[config.mk]
export PLATFORM = sky130hd
export DESIGN_NAME = ysyx_22040386_pc_redirect
export DESIGN_NICKNAME = d
export VERILOG_FILES = /design/src/rtl/ysyx_22040386_pc_redirect_pkg.sv /design/src/rtl/ysyx_22040386_pc_redirect_target_sel.sv /design/src/rtl/ysyx_22040386_pc_redirect.sv
export SDC_FILE = /design/constraint.sdc
export NUM_CORES = 1
export LEC_CHECK = 0
export BUFFER_PORTS_ARGS = -buffer_cell sky130_fd_sc_hd__buf_4
export CORE_AREA = 2 2 206 208
export CTS_CLUSTER_DIAMETER = 60
export CTS_CLUSTER_SIZE = 20
export DETAILED_ROUTE_END_ITERATION = 12
export DIE_AREA = 0 0 208 210
export HOLD_SLACK_MARGIN = 0.1
export PLACE_DENSITY = 0.69
export SKIP_CTS_REPAIR_TIMING = 1
export SLEW_MARGIN = 20
export SYNTH_ARGS = -nofsm -noshare
export SYNTH_HDL_FRONTEND = slang
export SYNTH_HIERARCHICAL = 1
export SYNTH_SLANG_ARGS = --single-unit
[constraint.sdc]
create_clock -name clk -period 3.5 [get_ports clk]
set_input_delay 0.7 -clock clk [delete_from_list [all_inputs] [get_ports clk]]
set_output_delay 0.7 -clock clk [all_outputs]
set_load 0.1 [all_outputs]
[src/rtl/ysyx_22040386_pc_redirect_pkg.sv]
// ---------------------------------------------------------------------------
// ysyx_22040386_pc_redirect_pkg
// Shared definitions for the fetch-PC redirect block:
//   - state_e          : BOOT / RUN / TRAP encodings (2 bits)
//   - CAUSE_ECALL_M    : mcause for an environment call from M-mode (11)
//   - CAUSE_IMISALIGN  : mcause for an instruction-address-misaligned trap (0)
//   - DEFAULT_RESET_PC : first fetch address after reset
// ---------------------------------------------------------------------------
package ysyx_22040386_pc_redirect_pkg;

  typedef enum logic [1:0] {
    ST_BOOT = 2'd0,
    ST_RUN  = 2'd1,
    ST_TRAP = 2'd2
  } state_e;

  localparam int unsigned   CAUSE_ECALL_M    = 11;
  localparam int unsigned   CAUSE_IMISALIGN  = 0;
  localparam logic [63:0]   DEFAULT_RESET_PC = 64'h8000_0000;

endpackage

[src/rtl/ysyx_22040386_pc_redirect_target_sel.sv]
// ---------------------------------------------------------------------------
// ysyx_22040386_pc_redirect_target_sel
// Combinational priority mux for the control-flow decision coming out of EX.
// Priority: ecall > mret > jalr > branch. Only the winning flag acts.
//
// Ports:
//   ex_valid, ecall, mret, jalr, branch : resolved instruction and its flags
//   ex_pc, ex_imm                       : branch/jal base and offset
//   jalr_target                         : rs1+imm for jalr
//   csr_mepc                            : mret return address
//   redirect : some flag acts this cycle (trap or plain redirect)
//   is_trap  : the action is a trap entry rather than a PC redirect
//   is_mret  : the action is a committed mret
//   target   : new fetch address for a non-trap redirect (word aligned)
//   cause    : mcause value when is_trap is set
//
// Configuration macro: YSYX_22040386_MISALIGN_CHK_EN
//   defined   - a misaligned non-trap target raises an instruction-address-
//               misaligned trap instead of redirecting
//   undefined - target[1:0] is cleared and no check is made
// ---------------------------------------------------------------------------
module ysyx_22040386_pc_redirect_target_sel
  import ysyx_22040386_pc_redirect_pkg::*;
#(
  parameter int XLEN = 64
) (
  input  logic            ex_valid,
  input  logic            ecall,
  input  logic            mret,
  input  logic            jalr,
  input  logic            branch,
  input  logic [XLEN-1:0] ex_pc,
  input  logic [XLEN-1:0] ex_imm,
  input  logic [XLEN-1:0] jalr_target,
  input  logic [XLEN-1:0] csr_mepc,
  output logic            redirect,
  output logic            is_trap,
  output logic            is_mret,
  output logic [XLEN-1:0] target,
  output logic [XLEN-1:0] cause
);

  logic [XLEN-1:0] raw_target;

  always_comb begin
    redirect   = 1'b0;
    is_trap    = 1'b0;
    is_mret    = 1'b0;
    raw_target = '0;
    cause      = '0;

    if (ex_valid) begin
      if (ecall) begin
        redirect = 1'b1;
        is_trap  = 1'b1;
        cause    = XLEN'(CAUSE_ECALL_M);
      end else if (mret) begin
        redirect   = 1'b1;
        is_mret    = 1'b1;
        raw_target = csr_mepc;
      end else if (jalr) begin
        redirect   = 1'b1;
        raw_target = jalr_target & ~XLEN'(1);
      end else if (branch) begin
        redirect   = 1'b1;
        raw_target = ex_pc + ex_imm;
      end
    end

`ifdef YSYX_22040386_MISALIGN_CHK_EN
    target = raw_target;
    // A misaligned mret/jalr/branch target becomes a trap; the mret is not
    // committed because the CSR side effects must not happen.
    if (redirect && !is_trap && (raw_target[1:0] != 2'b00)) begin
      is_trap = 1'b1;
      is_mret = 1'b0;
      cause   = XLEN'(CAUSE_IMISALIGN);
    end
`else
    target = raw_target & ~XLEN'(3);
`endif
  end

endmodule

[src/rtl/ysyx_22040386_pc_redirect.sv]
// ---------------------------------------------------------------------------
// ysyx_22040386_pc_redirect
// Owns the fetch PC. Streams word-sequential fetch requests to the IFU,
// redirects on taken control flow resolved in EX, flushes younger IF/ID work
// and sequences the trap hand-off to the CSR file.
//
// Ports:
//   clk, rst              : clock, synchronous active-high reset
//   ex_*, branch, jalr,
//   ecall, mret,
//   jalr_target           : resolved instruction from EX
//   csr_mtvec, csr_mepc   : trap vector / return address from the CSR file
//   if_ready / if_valid,
//   if_pc                 : valid/ready fetch request stream to the IFU
//   flush                 : one-cycle pulse killing younger IF/ID work
//   trap_valid/trap_ready,
//   trap_epc, trap_cause  : trap request to the CSR file (held until ready)
//   mret_commit           : one-cycle pulse, CSR restores mstatus
//
// Configuration macro: YSYX_22040386_MISALIGN_CHK_EN (see target_sel).
// ---------------------------------------------------------------------------
module ysyx_22040386_pc_redirect
  import ysyx_22040386_pc_redirect_pkg::*;
#(
  parameter int              XLEN     = 64,
  parameter logic [XLEN-1:0] RESET_PC = XLEN'(DEFAULT_RESET_PC)
) (
  input  logic            clk,
  input  logic            rst,
  input  logic            ex_valid,
  input  logic [XLEN-1:0] ex_pc,
  input  logic [XLEN-1:0] ex_imm,
  input  logic            branch,
  input  logic            jalr,
  input  logic            ecall,
  input  logic            mret,
  input  logic [XLEN-1:0] jalr_target,
  input  logic [XLEN-1:0] csr_mtvec,
  input  logic [XLEN-1:0] csr_mepc,
  input  logic            if_ready,
  output logic            if_valid,
  output logic [XLEN-1:0] if_pc,
  output logic            flush,
  output logic            trap_valid,
  input  logic            trap_ready,
  output logic [XLEN-1:0] trap_epc,
  output logic [XLEN-1:0] trap_cause,
  output logic            mret_commit
);

  state_e          state_q, state_d;
  logic [XLEN-1:0] pc_q, pc_d;
  logic            flush_q, flush_d;
  logic            mret_commit_q, mret_commit_d;
  logic            trap_valid_q, trap_valid_d;
  logic [XLEN-1:0] trap_epc_q, trap_epc_d;
  logic [XLEN-1:0] trap_cause_q, trap_cause_d;

  logic            sel_redirect;
  logic            sel_is_trap;
  logic            sel_is_mret;
  logic [XLEN-1:0] sel_target;
  logic [XLEN-1:0] sel_cause;

  ysyx_22040386_pc_redirect_target_sel #(
    .XLEN (XLEN)
  ) u_target_sel (
    .ex_valid    (ex_valid),
    .ecall       (ecall),
    .mret        (mret),
    .jalr        (jalr),
    .branch      (branch),
    .ex_pc       (ex_pc),
    .ex_imm      (ex_imm),
    .jalr_target (jalr_target),
    .csr_mepc    (csr_mepc),
    .redirect    (sel_redirect),
    .is_trap     (sel_is_trap),
    .is_mret     (sel_is_mret),
    .target      (sel_target),
    .cause       (sel_cause)
  );

  always_comb begin
    state_d       = state_q;
    pc_d          = pc_q;
    flush_d       = 1'b0;
    mret_commit_d = 1'b0;
    trap_valid_d  = trap_valid_q;
    trap_epc_d    = trap_epc_q;
    trap_cause_d  = trap_cause_q;

    unique case (state_q)
      ST_BOOT: begin
        // EX is ignored here; fetch starts from RESET_PC next cycle.
        state_d = ST_RUN;
      end

      ST_RUN: begin
        if (sel_redirect && sel_is_trap) begin
          state_d      = ST_TRAP;
          trap_valid_d = 1'b1;
          trap_epc_d   = ex_pc;
          trap_cause_d = sel_cause;
          flush_d      = 1'b1;
        end else if (sel_redirect) begin
          // Overrides both the +4 step and any request still waiting on
          // if_ready; the flush kills whatever was in flight.
          pc_d          = sel_target;
          flush_d       = 1'b1;
          mret_commit_d = sel_is_mret;
        end else if (if_ready) begin
          pc_d = pc_q + XLEN'(4);
        end
      end

      ST_TRAP: begin
        if (trap_ready) begin
          state_d      = ST_RUN;
          pc_d         = csr_mtvec & ~XLEN'(3);
          trap_valid_d = 1'b0;
        end
      end

      default: begin
        state_d = ST_BOOT;
      end
    endcase
  end

  always_ff @(posedge clk) begin
    if (rst) begin
      state_q       <= ST_BOOT;
      pc_q          <= RESET_PC;
      flush_q       <= 1'b0;
      mret_commit_q <= 1'b0;
      trap_valid_q  <= 1'b0;
      trap_epc_q    <= '0;
      trap_cause_q  <= '0;
    end else begin
      state_q       <= state_d;
      pc_q          <= pc_d;
      flush_q       <= flush_d;
      mret_commit_q <= mret_commit_d;
      trap_valid_q  <= trap_valid_d;
      trap_epc_q    <= trap_epc_d;
      trap_cause_q  <= trap_cause_d;
    end
  end

  assign if_valid    = (state_q == ST_RUN);
  assign if_pc       = pc_q;
  assign flush       = flush_q;
  assign mret_commit = mret_commit_q;
  assign trap_valid  = trap_valid_q;
  assign trap_epc    = trap_epc_q;
  assign trap_cause  = trap_cause_q;

endmodule

=== Word-level counts from Yosys, hierarchy flattened ===
Cells that the tools add are included.

* $add $sub $neg: 2
* Equal/unequal tests: 6
* Mux-type cells: 28
* Bitwise logic cells: 3
* Reduce and logical (&&, ||, !) cells: 9

{| class="wikitable"
|+ Operators with widths
! operator !! count
|-
| $mux 64 || 10
|-
| $pmux 64 s2 || 1
|-
| $add 64x3->64 const B || 1
|-
| $add 64x64->64 || 1
|-
| $mux 1 || 12
|-
| $pmux 2 s3 || 1
|-
| $reduce_or 6->1 || 1
|-
| $mux 2 || 2
|-
| $mux 4 || 1
|-
| $ne 2x2->1 const B || 2
|-
| $reduce_and 2->1 || 2
|-
| $reduce_and 4->1 || 1
|-
| $ne 3x2->1 const B || 1
|-
| $not 1->1 || 3
|-
| $reduce_and 3->1 || 1
|-
| $eq 2x1->1 const B || 1
|-
| $eq 2x2->1 const B || 1
|-
| $logic_not 2->1 || 1
|-
| $ne 2x1->1 const B || 1
|-
| $pmux 1 s2 || 1
|-
| $reduce_bool 2->1 || 1
|-
| $reduce_or 2->1 || 1
|-
| $logic_and 1x1->1 || 1
|}

* Bits in registers: 197
* Input bits: 329
* Output and inout port bits: 196

=== Logic depth before layout (Yosys ltp) ===
* Depth in word-level cells: 9
* Depth in mapped cells: 15
* Mapped depth without buffers: 14

=== Cells and area by module ===
The synthesis kept the hierarchy.

{| class="wikitable"
|+ By module, submodules not included
! module !! instances !! cells each !! area an instance (um^2)
|-
| ysyx_22040386_pc_redirect || 1 || 1,288 || 9,593.0
|-
| ysyx_22040386_pc_redirect_target_sel || 1 || 926 || 5,903.2
|}

=== Worst setup path before layout ===
OpenSTA, ideal clock, no wires.

* Path type: input -> register
* Start: in ex_pc[6]
* End: reg pc_q[60], in the netlist if_pc[60]
* Setup time: 78 ps
* Arrival time: 3,516 ps
* Slack: -94 ps
* Stages on the path: 14
* Path through: ha_1 > and3_1 > and4_1 > a221oi_4 > o21ai_0 > a31oi_1 > a221oi_2 > a311oi_1 > xor2_1 > o22ai_1 > a22oi_1 > a21oi_1 > and4b_1 > nor3_1

* Cells in the longest elaborated chain, start to end: 9

{| class="wikitable"
|+ Ends and longest elaborated chain
! element !! RTL line !! source
|-
| from (decl) || ysyx_22040386_pc_redirect.sv:31 || <nowiki>input logic [XLEN-1:0] ex_pc,</nowiki>
|-
| $add 64x64->64 || ysyx_22040386_pc_redirect_target_sel.sv:66 || <nowiki>raw_target = ex_pc + ex_imm;</nowiki>
|-
| $mux 64 || ysyx_22040386_pc_redirect_target_sel.sv:64 || <nowiki>end else if (branch) begin</nowiki>
|-
| $mux 64 || ysyx_22040386_pc_redirect_target_sel.sv:61 || <nowiki>end else if (jalr) begin</nowiki>
|-
| $mux 64 || ysyx_22040386_pc_redirect_target_sel.sv:57 || <nowiki>end else if (mret) begin</nowiki>
|-
| $mux 64 || ysyx_22040386_pc_redirect_target_sel.sv:53 || <nowiki>if (ecall) begin</nowiki>
|-
| $mux 64 || ysyx_22040386_pc_redirect_target_sel.sv:52 || <nowiki>if (ex_valid) begin</nowiki>
|-
| via sel_target[60] || ysyx_22040386_pc_redirect.sv:62 || <nowiki>logic [XLEN-1:0] sel_target;</nowiki>
|-
| $mux 64 || ysyx_22040386_pc_redirect.sv:106 || <nowiki>end else if (sel_redirect) begin</nowiki>
|-
| $mux 64 || ysyx_22040386_pc_redirect.sv:100 || <nowiki>if (sel_redirect && sel_is_trap) begin</nowiki>
|-
| $pmux 64 s2 || ysyx_22040386_pc_redirect.sv:93 || <nowiki>unique case (state_q)</nowiki>
|-
| to (signal assigned) || ysyx_22040386_pc_redirect.sv:142 || <nowiki>pc_q <= pc_d;</nowiki>
|-
| to (decl) || ysyx_22040386_pc_redirect.sv:52 || <nowiki>logic [XLEN-1:0] pc_q, pc_d;</nowiki>
|}

The timed path passes the listed nets, and every way through them passes these cells. The select of a mux whose other input is x is not followed.
A chain may end at the register's enable or synchronous reset.

=== Worst setup path in the final report ===
* Start: in ex_pc[28]
* End: reg pc_q[60], in the netlist if_pc[60]

The elaborated chain is that of the path after synthesis.

==> key figures <==
Status
  – Status: finished, final reports clean

Pwr
  – Worst VDD drop: 0.000473 V
  – Sequential fraction of design power: 31.1%
  – Gate power share: 41.1%
  – Clock power share: 27.7%
  – Cell area power density: 347 mW/mm^2
  – Total power: 7.87 mW
  – Switching power: 3.32 mW
  – Internal: 4.56 mW
  – Sw frac: 42.1%
  – P_leak: 9.49 nW

Route
  – First-pass DRT Iterations: 8
  – ANT nets after route: 0
  – 1st-iter DRT viols: 1829
  – Vias/cell: 5.78
  – Average wire per standard cell: 22.4 um
  – Via count: 19900
  – DRT Wirelength: 76.8 mm
  – DRC Markers: 0

Die
  – Die height: 210 um
  – Core area: 0.0415 sq mm
  – Initial Utilization: 37.4%
  – Die ar.: 0.0437 sq mm
  – Top Ports: 525
  – Rows: 75
  – Chip width: 208 um

GRT
  – Met3 Use GR: 8.52%
  – Initial antenna violation count: 13
  – Global Route Usage Sum: 33.5%
  – Vias in the first global route: 19000
  – Largest net degree at the start of global routing: 95
  – Grt met1 use: 43.3%
  – Grt peak-use layer: met2
  – Gr ovfl total: 0
  – Met2 Track Usage GR: 52.6%
  – First-pass GRT wire length: 113 mm

Setup path
  – Most used cell, CP: buf_4
  – Critical Path Sink Type: flop
  – Largest stage delay, worst path: 0.34 ns
  – Critical setup path kind: in -> reg
  – Critical Path, Cell by Cell: buf_4 -> ha_4 -> nand4_1 -> or2_4 -> nor4_4 -> a21boi_4 -> a31oi_4 -> buf_4 -> a221oi_4 -> buf_6 -> a311oi_2 -> xor2_1 -> o22ai_1 -> a22oi_1 -> a21oi_2 -> and4b_1 -> nor3_1
  – Critical Path RT: 3.94 ns
  – Crit path buf inv count: 3
  – CP top delay family: compound AO/OA/AOI/OAI gates
  – Slowest-stage cell, CP: nor4_4
  – Worst setup SP type: input pin
  – CP arrival: 3.86 ns
  – CP Max Fanout: 4

Finish
  – # nets final: 3265
  – Area Growth Syn to Fin: 46.3%
  – Post-Layout Inst Area: 0.0227 sq mm
  – Fill count: 4089
  – Layout cells sized above 1: 33.3%
  – Fin cells: 3434

Clock network
  – Clk_lat worst skew: 0.52 ns
  – Worst-path clk slew: 0.09 ns
  – CTS tree: yes
  – CTS H-tree depth: 4
  – CTS max path bufs: 2
  – Clk sinks: 197
  – Number of buffers created by CTS: 17
  – Root Driver: clkbuf_16

STA
  – Slew Viols, Final: 0
  – Slew @ Worst Pin: 1.18 ns
  – Final setup fails: 0
  – Tcrit/Tclk final: 97.5%
  – Rel. slew slack: 20.7%
  – Max Clock Skew: 0.0120 ns
  – Final Hold Violating Endpoints: 0
  – Min Tclk post-route: 3.41 ns
  – Setup TNS: 0 ns
  – RSZ-0062 raised after global routing: yes
  – Max Freq: 293 MHz

Synthesis
  – Share of the synthesized area in the top cell type: 25.5%
  – YS warnings: 6
  – Synthesized area: 0.0155 sq mm
  – Sequential area share after synthesis: 25.5%
  – Synth area leaders: dfxtp_1 (25%), nand2_1 (9.5%), a21oi_1 (9.4%)
  – Syn Area/Cell: 7.00 sq um
  – Post-synth EDFFs: 0
  – Cell accounting for the most synthesized area: dfxtp_1
  – Synth Flop Type: dfxtp_1
  – Synth unique cells: 91
  – Post-synthesis cell count: 2214
  – #FFs+latches synth: 197
  – Ys async rst share: 0%

Placement
  – Placed Instance Area: 0.0214 sq mm
  – Port Buffer Count: 518
  – Dpl hpwl: 60.1 mm
  – Routability cong.: 0.956
  – DP Cell Count: 3384

Hold path
  – Worst min-delay path class: in -> reg

Flow run
  – Maximum capacitance violations: 0
per-layer routing:
metal | routed length (um) | up-vias
met3 | 6940 | 159
met4 | 2900 | 2
met1 | 31800 | 9381
met5 | 16 | -
met2 | 35100 | 984
li1 | - | 9338
path summary, 6_finish.rpt:
check                                           startpoint  depth (start not counted)  slack (ns)                          to
worst max-delay path                             ex_pc[28]                         17        0.09      if_pc[60]$_SDFFE_PP0P_
worst min-delay path                             ex_pc[36]                          3        0.43   trap_epc[36]$_SDFFE_PP0P_
worst max register to register       if_pc[2]$_SDFFE_PP0P_                          6        0.50      if_pc[54]$_SDFFE_PP0P_
worst min register to register  trap_cause[0]$_SDFFE_PP0P_                          2        0.46  trap_cause[0]$_SDFFE_PP0P_
state kept, by name, summed over array words and instances (netlist names):
signal	cells
trap_valid	1
if_pc	64
trap_epc	64
state_q	2
trap_cause	64
mret_commit	1
flush	1
tightest hold or removal path, stage by stage:
cell and delay, ns:
buf_4 0.11, nand2_1 0.05, a21oi_1 0.05
synth_stat cells, types with 23 or more instances:
cell type    n
a21o_1      39
a21oi_1    290
a221oi_1    32
a22oi_1     36
a31oi_1     28
buf_4       69
clkbuf_1   136
dfxtp_1    197
ha_1        66
inv_1       33
nand2_1    392
nand3_1     44
nand4_1     74
nor2_1     141
nor3_1      59
nor4_1      31
o211ai_1    26
o21ai_0    132
xnor2_1     23
power by group through the flow:
stage	registers, mW	logic, mW	clock network, mW
floorplan	3.03	1.24	0
global placement	2.49	3.05	0
detailed placement	2.50	3.07	0
CTS	2.44	3.08	2.23
global route	2.46	3.42	2.29
finish	2.45	3.24	2.18
placed cells by master (no fill, tap or decap), types with 17 or more instances in the layout:
cell and instances:
o21ai_0 118, nand4_1 74, clkbuf_16 17, a221oi_1 25
a21oi_1 276, nand2_1 391, a22oi_1 33, dfxtp_1 197
xnor2_1 23, a21o_1 39, buf_4 801, o211ai_1 26
nor2_1 141, xor2_1 19, a31oi_1 26, ha_1 46
nand3_1 42, conb_1 63, nor3_1 57, inv_1 32
nor4_1 26
per-stage QoR:
step	util [%]	worst slack [ns]	hold slack [ns]
5_1_grt	54.7	-0.0635	0.423
6_report	54.7	0.0884	0.434
3_5_place_dp	51.7	-0.712	0.448
3_3_place_gp	51.7	-0.678	0.443
4_1_cts	53.2	-0.179	0.392
2_1_floorplan	-	-0.00437	0.491
cells by family after synthesis:
family                   count (synthesis)  synth area share [%]
AND/OR/NAND/NOR                        863                  26.2
AO/OA/AOI/OAI                          760                  31.3
buffers and inverters                  271                  8.43
flip-flops                             197                  25.5
adder cells (fa/ha/maj)                 66                  5.33
XOR/XNOR                                42                  2.37
multiplexers                            14                 0.920
other                                    1                0.0242
area by class of cell:
class | count | area, sq um | share of cell area (%)
clock buffer | 17 | 425 | 1.88
timing repair buffer | 812 | 6210 | 27.4
multi-input combinational | 1808 | 11000 | 48.7
inverter | 34 | 128 | 0.563
antenna | 12 | 30.0 | 0.132
sequential | 197 | 3940 | 17.4
tap | 539 | 674 | 2.97
clock inverter | 15 | 221 | 0.977
Power figures use the tool's default switching activity.
